File: src/rtl/rv_fetch_if.sv
// rtl/rv_fetch_if.sv - instruction memory read bus between fetch and memory
interface rv_fetch_if;
    logic [31:0] im_addr_o;
    logic        im_rd_o;
    logic [31:0] im_data_i;
    logic        im_valid_i;

    modport master (output im_addr_o, output im_rd_o, input im_data_i, input im_valid_i);
    modport slave  (input im_addr_o, input im_rd_o, output im_data_i, output im_valid_i);
endinterface

File: src/rtl/rv_fetch.sv
// rtl/rv_fetch.sv - uRV fetch stage: pc, single-outstanding imem reads, redirect, skid buffer
module rv_fetch #(
    parameter logic [31:0] RESET_VECTOR = 32'h0000_0000
) (
    input  logic        clk_i,
    input  logic        rst_n_i,
    input  logic        f_stall_i,
    input  logic        x_bra_i,
    input  logic [31:0] x_bra_target_i,
    rv_fetch_if.master  im,
    output logic [31:0] f_pc_o,
    output logic [31:0] f_ir_o,
    output logic        f_valid_o
);
    logic [31:0] r_pc;
    logic [31:0] r_req_pc;
    logic        r_pending;
    logic        r_discard;
    logic        r_run;
    logic [31:0] r_s_pc;
    logic [31:0] r_s_ir;
    logic        r_s_full;
    logic [31:0] r_f_pc;
    logic [31:0] r_f_ir;
    logic        r_f_valid;

    logic        w_issue;
    logic        w_resp;

    // A new request may go out in the same cycle the previous response lands.
    always_comb begin
        w_issue = r_run && !r_s_full && !f_stall_i && !x_bra_i
                  && (!r_pending || im.im_valid_i);
        w_resp  = im.im_valid_i && r_pending && !r_discard;
    end

    assign im.im_rd_o   = w_issue;
    assign im.im_addr_o = r_pc;

    assign f_pc_o    = r_f_pc;
    assign f_ir_o    = r_f_ir;
    assign f_valid_o = r_f_valid;

    always_ff @(posedge clk_i or negedge rst_n_i) begin
        if (!rst_n_i) begin
            r_pc      <= RESET_VECTOR;
            r_req_pc  <= RESET_VECTOR;
            r_pending <= 1'b0;
            r_discard <= 1'b0;
            r_run     <= 1'b0;
            r_s_pc    <= 32'h0;
            r_s_ir    <= 32'h0;
            r_s_full  <= 1'b0;
            r_f_pc    <= RESET_VECTOR;
            r_f_ir    <= 32'h0;
            r_f_valid <= 1'b0;
        end else begin
            r_run <= 1'b1;
            if (x_bra_i) begin
                // A response landing now is dropped; one still in flight is marked stale.
                r_pc      <= {x_bra_target_i[31:2], 2'b00};
                r_s_full  <= 1'b0;
                r_f_valid <= 1'b0;
                r_pending <= r_pending && !im.im_valid_i;
                r_discard <= r_pending && !im.im_valid_i;
            end else begin
                if (w_issue) begin
                    r_req_pc  <= r_pc;
                    r_pc      <= r_pc + 32'd4;
                    r_pending <= 1'b1;
                end else if (im.im_valid_i) begin
                    r_pending <= 1'b0;
                end

                if (im.im_valid_i && r_discard)
                    r_discard <= 1'b0;

                if (w_resp && !f_stall_i) begin
                    r_f_pc    <= r_req_pc;
                    r_f_ir    <= im.im_data_i;
                    r_f_valid <= 1'b1;
                end else if (w_resp) begin
                    r_s_pc   <= r_req_pc;
                    r_s_ir   <= im.im_data_i;
                    r_s_full <= 1'b1;
                end else if (!f_stall_i && r_s_full) begin
                    r_f_pc    <= r_s_pc;
                    r_f_ir    <= r_s_ir;
                    r_f_valid <= 1'b1;
                    r_s_full  <= 1'b0;
                end else if (!f_stall_i) begin
                    r_f_valid <= 1'b0;
                end
            end
        end
    end
endmodule
File: src/flat_wrapper.sv
// flat-port wrapper written by rule: the top's interface ports become plain ports
module rv_fetch_flat 
#(
    parameter logic [31:0] RESET_VECTOR = 32'h0000_0000
)
  (clk_i, rst_n_i, f_stall_i, x_bra_i, x_bra_target_i, f_pc_o, f_ir_o, f_valid_o, im_im_addr_o, im_im_rd_o, im_im_data_i, im_im_valid_i);
  rv_fetch_if im_i ();
  input  logic clk_i;
  input  logic rst_n_i;
  input  logic f_stall_i;
  input  logic x_bra_i;
  input  logic [31:0] x_bra_target_i;
  output logic [31:0] f_pc_o;
  output logic [31:0] f_ir_o;
  output logic f_valid_o;
  output wire logic [$bits(im_i.im_addr_o)-1:0] im_im_addr_o;
  output wire logic [$bits(im_i.im_rd_o)-1:0] im_im_rd_o;
  input wire logic [$bits(im_i.im_data_i)-1:0] im_im_data_i;
  input wire logic [$bits(im_i.im_valid_i)-1:0] im_im_valid_i;
  assign im_im_addr_o = im_i.im_addr_o;
  assign im_im_rd_o = im_i.im_rd_o;
  assign im_i.im_data_i = im_im_data_i;
  assign im_i.im_valid_i = im_im_valid_i;
  rv_fetch #(.RESET_VECTOR(RESET_VECTOR)) u_core (.clk_i(clk_i), .rst_n_i(rst_n_i), .f_stall_i(f_stall_i), .x_bra_i(x_bra_i), .x_bra_target_i(x_bra_target_i), .im(im_i), .f_pc_o(f_pc_o), .f_ir_o(f_ir_o), .f_valid_o(f_valid_o));
endmodule
File: config.mk
export PLATFORM = sky130hd
export DESIGN_NAME = rv_fetch_flat
export DESIGN_NICKNAME = d
export VERILOG_FILES = /design/src/rtl/rv_fetch_if.sv /design/src/rtl/rv_fetch.sv /design/src/flat_wrapper.sv
export SDC_FILE = /design/constraint.sdc
export NUM_CORES = 1
export LEC_CHECK = 0
export CAP_MARGIN = 20
export CORE_ASPECT_RATIO = 0.5
export CORE_MARGIN = 3
export CORE_UTILIZATION = 53
export CTS_BUF_LIST = sky130_fd_sc_hd__clkbuf_8
export CTS_CLUSTER_SIZE = 10
export DETAILED_ROUTE_END_ITERATION = 6
export GPL_TIMING_DRIVEN = 1
export PLACE_DENSITY_LB_ADDON = 0.25
export SETUP_SLACK_MARGIN = 0.5
export SYNTH_ARGS = -nofsm -noshare
export SYNTH_HDL_FRONTEND = slang
export SYNTH_SLANG_ARGS = --single-unit
File: constraint.sdc
create_clock -name clk_i -period 3.9 [get_ports clk_i]
set_input_delay 0.585 -clock clk_i [delete_from_list [all_inputs] [get_ports clk_i]]
set_output_delay 0.585 -clock clk_i [all_outputs]
set_load 0.05 [all_outputs]
[Word level (Yosys, flattened, before mapping)]
Index checks and enable logic that the tools add are counted.
Operators by class
  add/sub/neg operators: 1
  equal/unequal tests: 4
  multiplexer cells: 22
  bitwise gates (word level): 2
  reductions and logical operators: 27
Operators with widths (number)
  32-bit 2-to-1 mux: 8
  32-bit by 3-bit adder with 32-bit output (second input constant): 1
  1-bit 2-to-1 mux: 14
  1-bit logical AND: 10
  1-bit logical NOT: 6
  2-bit AND reduction: 3
  3-bit AND reduction: 2
  2-bit nonzero test: 3
  3-bit nonzero test: 2
  2-bit inequality test (second input constant): 2
  4-bit by 1-bit inequality test with 1-bit output (second input constant): 1
  3-bit inequality test (second input constant): 1
  1-bit inverter: 2
  1-bit logical OR: 1
Word-level totals
  bits in registers: 197
  input port bits: 69
  output and inout port bits: 98
  logic and storage cells: 67

[Depth between registers and ports, before layout]
  word-level depth: 7
  gate-level depth with buffers: 9
  mapped depth without buffers: 6

[Worst setup path before layout]
Ideal clock, no wire load.
  kind: in2out
  from: input port f_stall_i
  to: output port im_im_rd_o
  arrival: 2.065 ns
  data required time: 3.315 ns
  setup slack: 1.250 ns
  stages: 7
  path buffers: 4
  cells stage by stage: or3b_1 > clkbuf_1 > or3_1 > buf_6 > clkinv_4 > buf_2 > buf_2
On the way
  longest elaborated chain between the ends: 4
RTL lines
  start: declaration: RTL line flat_wrapper.sv:10  | input logic f_stall_i;
  1-bit logical NOT: RTL line rv_fetch.sv:32  | w_issue = r_run && !r_s_full && !f_stall_i && !x_bra_i
  1-bit logical AND (2 in a row): RTL line rv_fetch.sv:32
  1-bit logical AND: RTL line rv_fetch.sv:33  | && (!r_pending || im.im_valid_i);
  end: declaration: RTL line flat_wrapper.sv:17  | output wire logic [$bits(im_i.im_rd_o)-1:0] im_im_rd_o;
Every way passes these cells.

[Final worst setup path]
Ends and elaborated chain as after synthesis.

==> report_table.html <==
<table>
<tr><th>Metric</th><th>Value</th></tr>
<tr><th colspan="2">Worst setup path</th></tr>
<tr><td>Largest fanout on the critical path</td><td>33</td></tr>
<tr><td>Kind of critical path</td><td>in2out</td></tr>
<tr><td>Kind of start point of the critical path</td><td>input pin</td></tr>
<tr><td>Reg-to-reg setup timing slack</td><td>approximately 1400 ps</td></tr>
<tr><td>Depth of the most critical reg-to-reg path</td><td>5</td></tr>
<tr><td>Worst reg2reg path endpoint</td><td>u_core.im.im_addr_o[23]</td></tr>
<tr><td>Nature of the critical path endpoint</td><td>output port</td></tr>
<tr><td>Req. time, crit path</td><td>around 3300 ps</td></tr>
<tr><td>Origin of the critical flop-to-flop path</td><td>u_core.im.im_addr_o[16]</td></tr>
<tr><td>Endpoint arrival time on the critical path</td><td>2520 ps</td></tr>
<tr><th colspan="2">Detailed routing</th></tr>
<tr><td>DRC violation count after routing</td><td>0</td></tr>
<tr><td>Overall via count from detail_route</td><td>around 6.2k</td></tr>
<tr><td>Antenna Nets Post-Route</td><td>0</td></tr>
<tr><td>Vias per inst</td><td>about 5.5</td></tr>
<tr><td>Final routed wire length divided by cell count</td><td>17.31 um</td></tr>
<tr><td>Wirelength, routed</td><td>roughly 19000 um</td></tr>
<tr><td>First-pass DRT Iterations</td><td>5</td></tr>
<tr><td>Violation count after the first detailed-routing iteration</td><td>~440</td></tr>
<tr><th colspan="2">Run</th></tr>
<tr><td>Number of max-cap violations</td><td>0</td></tr>
<tr><th colspan="2">Hold path</th></tr>
<tr><td>Class of the tightest hold or removal check</td><td>in2async</td></tr>
<tr><th colspan="2">Power</th></tr>
<tr><td>Internal portion of total power</td><td>about 0.0038 W</td></tr>
<tr><td>Static Leakage</td><td>between 4 and 5 nW</td></tr>
<tr><td>Power density of the placed cells</td><td>between 500 and 600 nW/um2</td></tr>
<tr><td>Worst voltage drop across the vdd grid</td><td>around 0.27 mV</td></tr>
<tr><td>Reg power frac</td><td>roughly 45%</td></tr>
<tr><td>Part of the power in the clock network</td><td>roughly 23%</td></tr>
<tr><td>Power dissipated by switching net loads</td><td>approximately 0.0022 W</td></tr>
<tr><td>Part of the total power dissipated in combinational logic</td><td>between 30% and 40%</td></tr>
<tr><td>Net Sw Frac</td><td>a little under two fifths</td></tr>
<tr><th colspan="2">Logic synthesis</th></tr>
<tr><td>Number of register bits inferred by synthesis</td><td>189</td></tr>
<tr><td>Top post-synthesis cells by area</td><td>dfrtp_1 57%, mux2_2 8.6%, nand2_1 8.2%, mux2i_1 7.9%, o21ai_0 5.2%</td></tr>
<tr><td>Fraction of synthesized cell area taken by the top area cell type</td><td>~57%</td></tr>
<tr><td>Average footprint of a synthesized cell</td><td>approximately 11 um2</td></tr>
<tr><td>Number of instances in the synthesized netlist</td><td>762</td></tr>
<tr><td>Fraction of the yosys area taken by sequential cells</td><td>between 50% and 60%</td></tr>
<tr><td>Mapped Area</td><td>8227 um2</td></tr>
<tr><td>Distinct cell type count after synthesis</td><td>44</td></tr>
<tr><td>Post-synthesis cell type with the largest combined area</td><td>dfrtp_1</td></tr>
<tr><td>Total number of yosys warnings</td><td>0</td></tr>
<tr><th colspan="2">Finish</th></tr>
<tr><td>Fin util</td><td>between 70 and 80%</td></tr>
<tr><td>Number of diodes</td><td>0</td></tr>
<tr><td>Fraction of layout instances using a drive strength above 1</td><td>between 10 and 15%</td></tr>
<tr><td>Final net count</td><td>976</td></tr>
<tr><td>Total non-filler cell area in the finished layout</td><td>10450 um2</td></tr>
<tr><td>Syn-to-layout area delta</td><td>26.97%</td></tr>
<tr><td>Commonest non-fill, non-tap cell in the layout</td><td>dfrtp_1</td></tr>
<tr><td>Most frequent cells in the layout</td><td>189 x dfrtp_1, 179 x nand2_1, 158 x clkdlybuf4s50_1</td></tr>
<tr><th colspan="2">STA</th></tr>
<tr><td>Final slew viol count</td><td>0</td></tr>
<tr><td>Minimum period implied by the final worst setup slack</td><td>roughly 3100 ps</td></tr>
<tr><td>Slew HR</td><td>a little over two fifths</td></tr>
<tr><td>Setup slack of the critical path after layout</td><td>795.0 ps</td></tr>
<tr><td>Final setup violation count</td><td>0</td></tr>
<tr><td>Worst-margin pin slew</td><td>855.9 ps</td></tr>
<tr><td>Post-route clock skew</td><td>roughly 13 ps</td></tr>
<tr><td>FMAX</td><td>between 300 and 400 MHz</td></tr>
<tr><td>Fin. Hold Viols</td><td>0</td></tr>
<tr><td>Crit share post-route</td><td>79.62%</td></tr>
<tr><td>RSZ-0062 raised after global routing</td><td>no</td></tr>
<tr><td>Post-route setup TNS</td><td>0 ps</td></tr>
<tr><th colspan="2">Floorplanning</th></tr>
<tr><td>Area of the die</td><td>about 17000 um2</td></tr>
<tr><td>Effective utilization at floorplan</td><td>~56%</td></tr>
<tr><td>Die X</td><td>around 180 um</td></tr>
<tr><td>Floorplan row count</td><td>31</td></tr>
<tr><td>Core outline area</td><td>around 15000 um2</td></tr>
<tr><td>I/O pin total</td><td>167</td></tr>
<tr><td>Die boundary height</td><td>94.10 um</td></tr>
<tr><th colspan="2">Place</th></tr>
<tr><td>Detailed placer's ending HPWL</td><td>about 13000 um</td></tr>
<tr><td>Post-place setup slack</td><td>between 700 and 800 ps</td></tr>
<tr><td>Number of input and output port buffers inserted</td><td>160</td></tr>
<tr><td>Post-Place Cell Area</td><td>between 10000 and 15000 um2</td></tr>
<tr><td>Routability cong.</td><td>between 0.8 and 0.9</td></tr>
<tr><th colspan="2">CTS</th></tr>
<tr><td>Count of hold-fix buffers inserted at cts</td><td>0</td></tr>
<tr><td>Clock tree from TritonCTS</td><td>yes</td></tr>
<tr><td>Clock latency reported for the late side of the worst-skew pair</td><td>450 ps</td></tr>
<tr><td>Number of buffers added by the clock tree synthesis step</td><td>17</td></tr>
<tr><td>Setup Fix Bufs, Post-CTS</td><td>0</td></tr>
<tr><td>Root buffer selected by CTS</td><td>clkbuf_8</td></tr>
<tr><td>Total number of clock tree sinks</td><td>around 190</td></tr>
<tr><td>Longest Clk Path Bufs</td><td>2</td></tr>
<tr><td>Depth of the CTS H-tree</td><td>4</td></tr>
<tr><td>Clock edge transition at the registers on the reported setup and hold paths</td><td>100 ps</td></tr>
<tr><td>Post-CTS resize count</td><td>0</td></tr>
<tr><th colspan="2">Global routing</th></tr>
<tr><td>Via count of the first global-routing pass</td><td>just over 6k</td></tr>
<tr><td>All-Layer GR Usage</td><td>22.93%</td></tr>
<tr><td>Largest net degree at the start of global routing</td><td>slightly below 100</td></tr>
<tr><td>Initial antenna violation count</td><td>0</td></tr>
<tr><td>Final global-route overflow total</td><td>0</td></tr>
<tr><td>First-pass GRT wire length</td><td>about 31000 um</td></tr>
<tr><th colspan="2">Status</th></tr>
<tr><td>Result of the run</td><td>completed</td></tr>
</table>
## state kept, by name, summed over array words and instances (netlist names)
signal	count
u_core.r_run	1
u_core.r_req_pc	30
u_core.f_pc_o	30
u_core.r_s_ir	32
u_core.r_discard	1
u_core.r_pending	1
u_core.im.im_addr_o	30
u_core.r_s_full	1
u_core.r_s_pc	30
u_core.f_ir_o	32
u_core.f_valid_o	1
## worst max-delay path, stage by stage
cell and delay, ps:
clkdlybuf4s50_1 540, or3b_1 490, or3_2 490, clkinv_4 230, buf_12 180
## worst max path at each step
| stage | start | end | slack, ps |
|---|---|---|---|
| 4_1_cts | f_stall_i | im_im_rd_o | 790 |
| 3_3_place_gp | f_stall_i | u_core.im.im_addr_o[23] | 760 |
| 2_1_floorplan | f_stall_i | im_im_rd_o | 1250 |
| 6_report | f_stall_i | im_im_rd_o | 790 |
| 5_1_grt | f_stall_i | im_im_rd_o | 700 |
| 3_5_place_dp | f_stall_i | u_core.im.im_addr_o[23] | 720 |
## synth_stat cells, drive strengths merged
| master | n |
|---|---|
| clkbuf | 36 |
| mux2i | 65 |
| o21ai | 86 |
| nor4 | 6 |
| and4 | 2 |
| o211ai | 9 |
| dfrtp | 189 |
| o311a | 1 |
| or2 | 1 |
| a21oi | 7 |
| nand4b | 1 |
| or3b | 1 |
| a32oi | 2 |
| xnor2 | 4 |
| xor2 | 6 |
| nand2 | 179 |
| o31ai | 1 |
| inv | 6 |
| o21bai | 1 |
| ha | 1 |
| o311ai | 5 |
| and3 | 4 |
| o211a | 1 |
| nand4 | 10 |
| clkinv | 1 |
| a22oi | 3 |
| or3 | 3 |
| conb | 2 |
| a31o | 1 |
| mux2 | 63 |
| nor2 | 15 |
| nand3b | 2 |
| buf | 14 |
| nor2b | 1 |
| nand3 | 22 |
| a211o | 4 |
| nor3 | 7 |
## metal layers
layer | GRT usage [%] | share of wire, % | up-vias
li1 | - | - | 2925
met3 | 5.027 | 7.1 | 13
met4 | 5.573 | 0.85 | 0
met1 | 32.31 | 46 | 3010
met5 | 0 | 0 | -
met2 | 36.68 | 46 | 233
## kinds of logic (layout without fill, tap and decap cells)
group | after synthesis | count (layout) | share of synthesized area (%)
and+or+nand+nor | 254 | 254 | 13.19
muxes | 128 | 128 | 16.53
xor gates and xnor gates | 10 | 10 | 1.065
buffers and inverters | 57 | 211 | 3.027
AOI/OAI and AO/OA | 121 | 121 | 8.456
adders and majority gates | 1 | 1 | 0.1521
other | 2 | 5 | 0.09129
DFF | 189 | 189 | 57.49
## stage by stage
stage               hold WS (ps)  std cells  power [W]
finish                     130.9       1117   0.006045
global route               170.0       1117   0.006354
CTS                        161.9       1117   0.006094
detailed placement         469.2       1085   0.004702
global placement           460.0       1085   0.004622
floorplan                  289.4        765   0.003953
## power by group through the flow
stage | logic, W | clock network [W] | registers (W)
finish | 0.00193 | 0.00139 | 0.00272
global route | 0.00206 | 0.00150 | 0.00279
CTS | 0.00195 | 0.00142 | 0.00272
detailed placement | 0.00194 | 0 | 0.00276
global placement | 0.00189 | 0 | 0.00273
floorplan | 0.000538 | 0 | 0.00342
## layout make-up
| cell class | instances | area, um2 |
|---|---|---|
| Sequential cell | 189 | 4730 |
| Fill cell | 1094 | 4372 |
| Multi-Input combinational cell | 519 | 3278 |
| Timing Repair Buffer | 172 | 1730 |
| Clock buffer | 18 | 247.7 |
| Tap cell | 198 | 247.7 |
| Clock inverter | 14 | 180.2 |
| Inverter | 7 | 31.28 |
No activity file was read; power rests on OpenSTA's default activity.
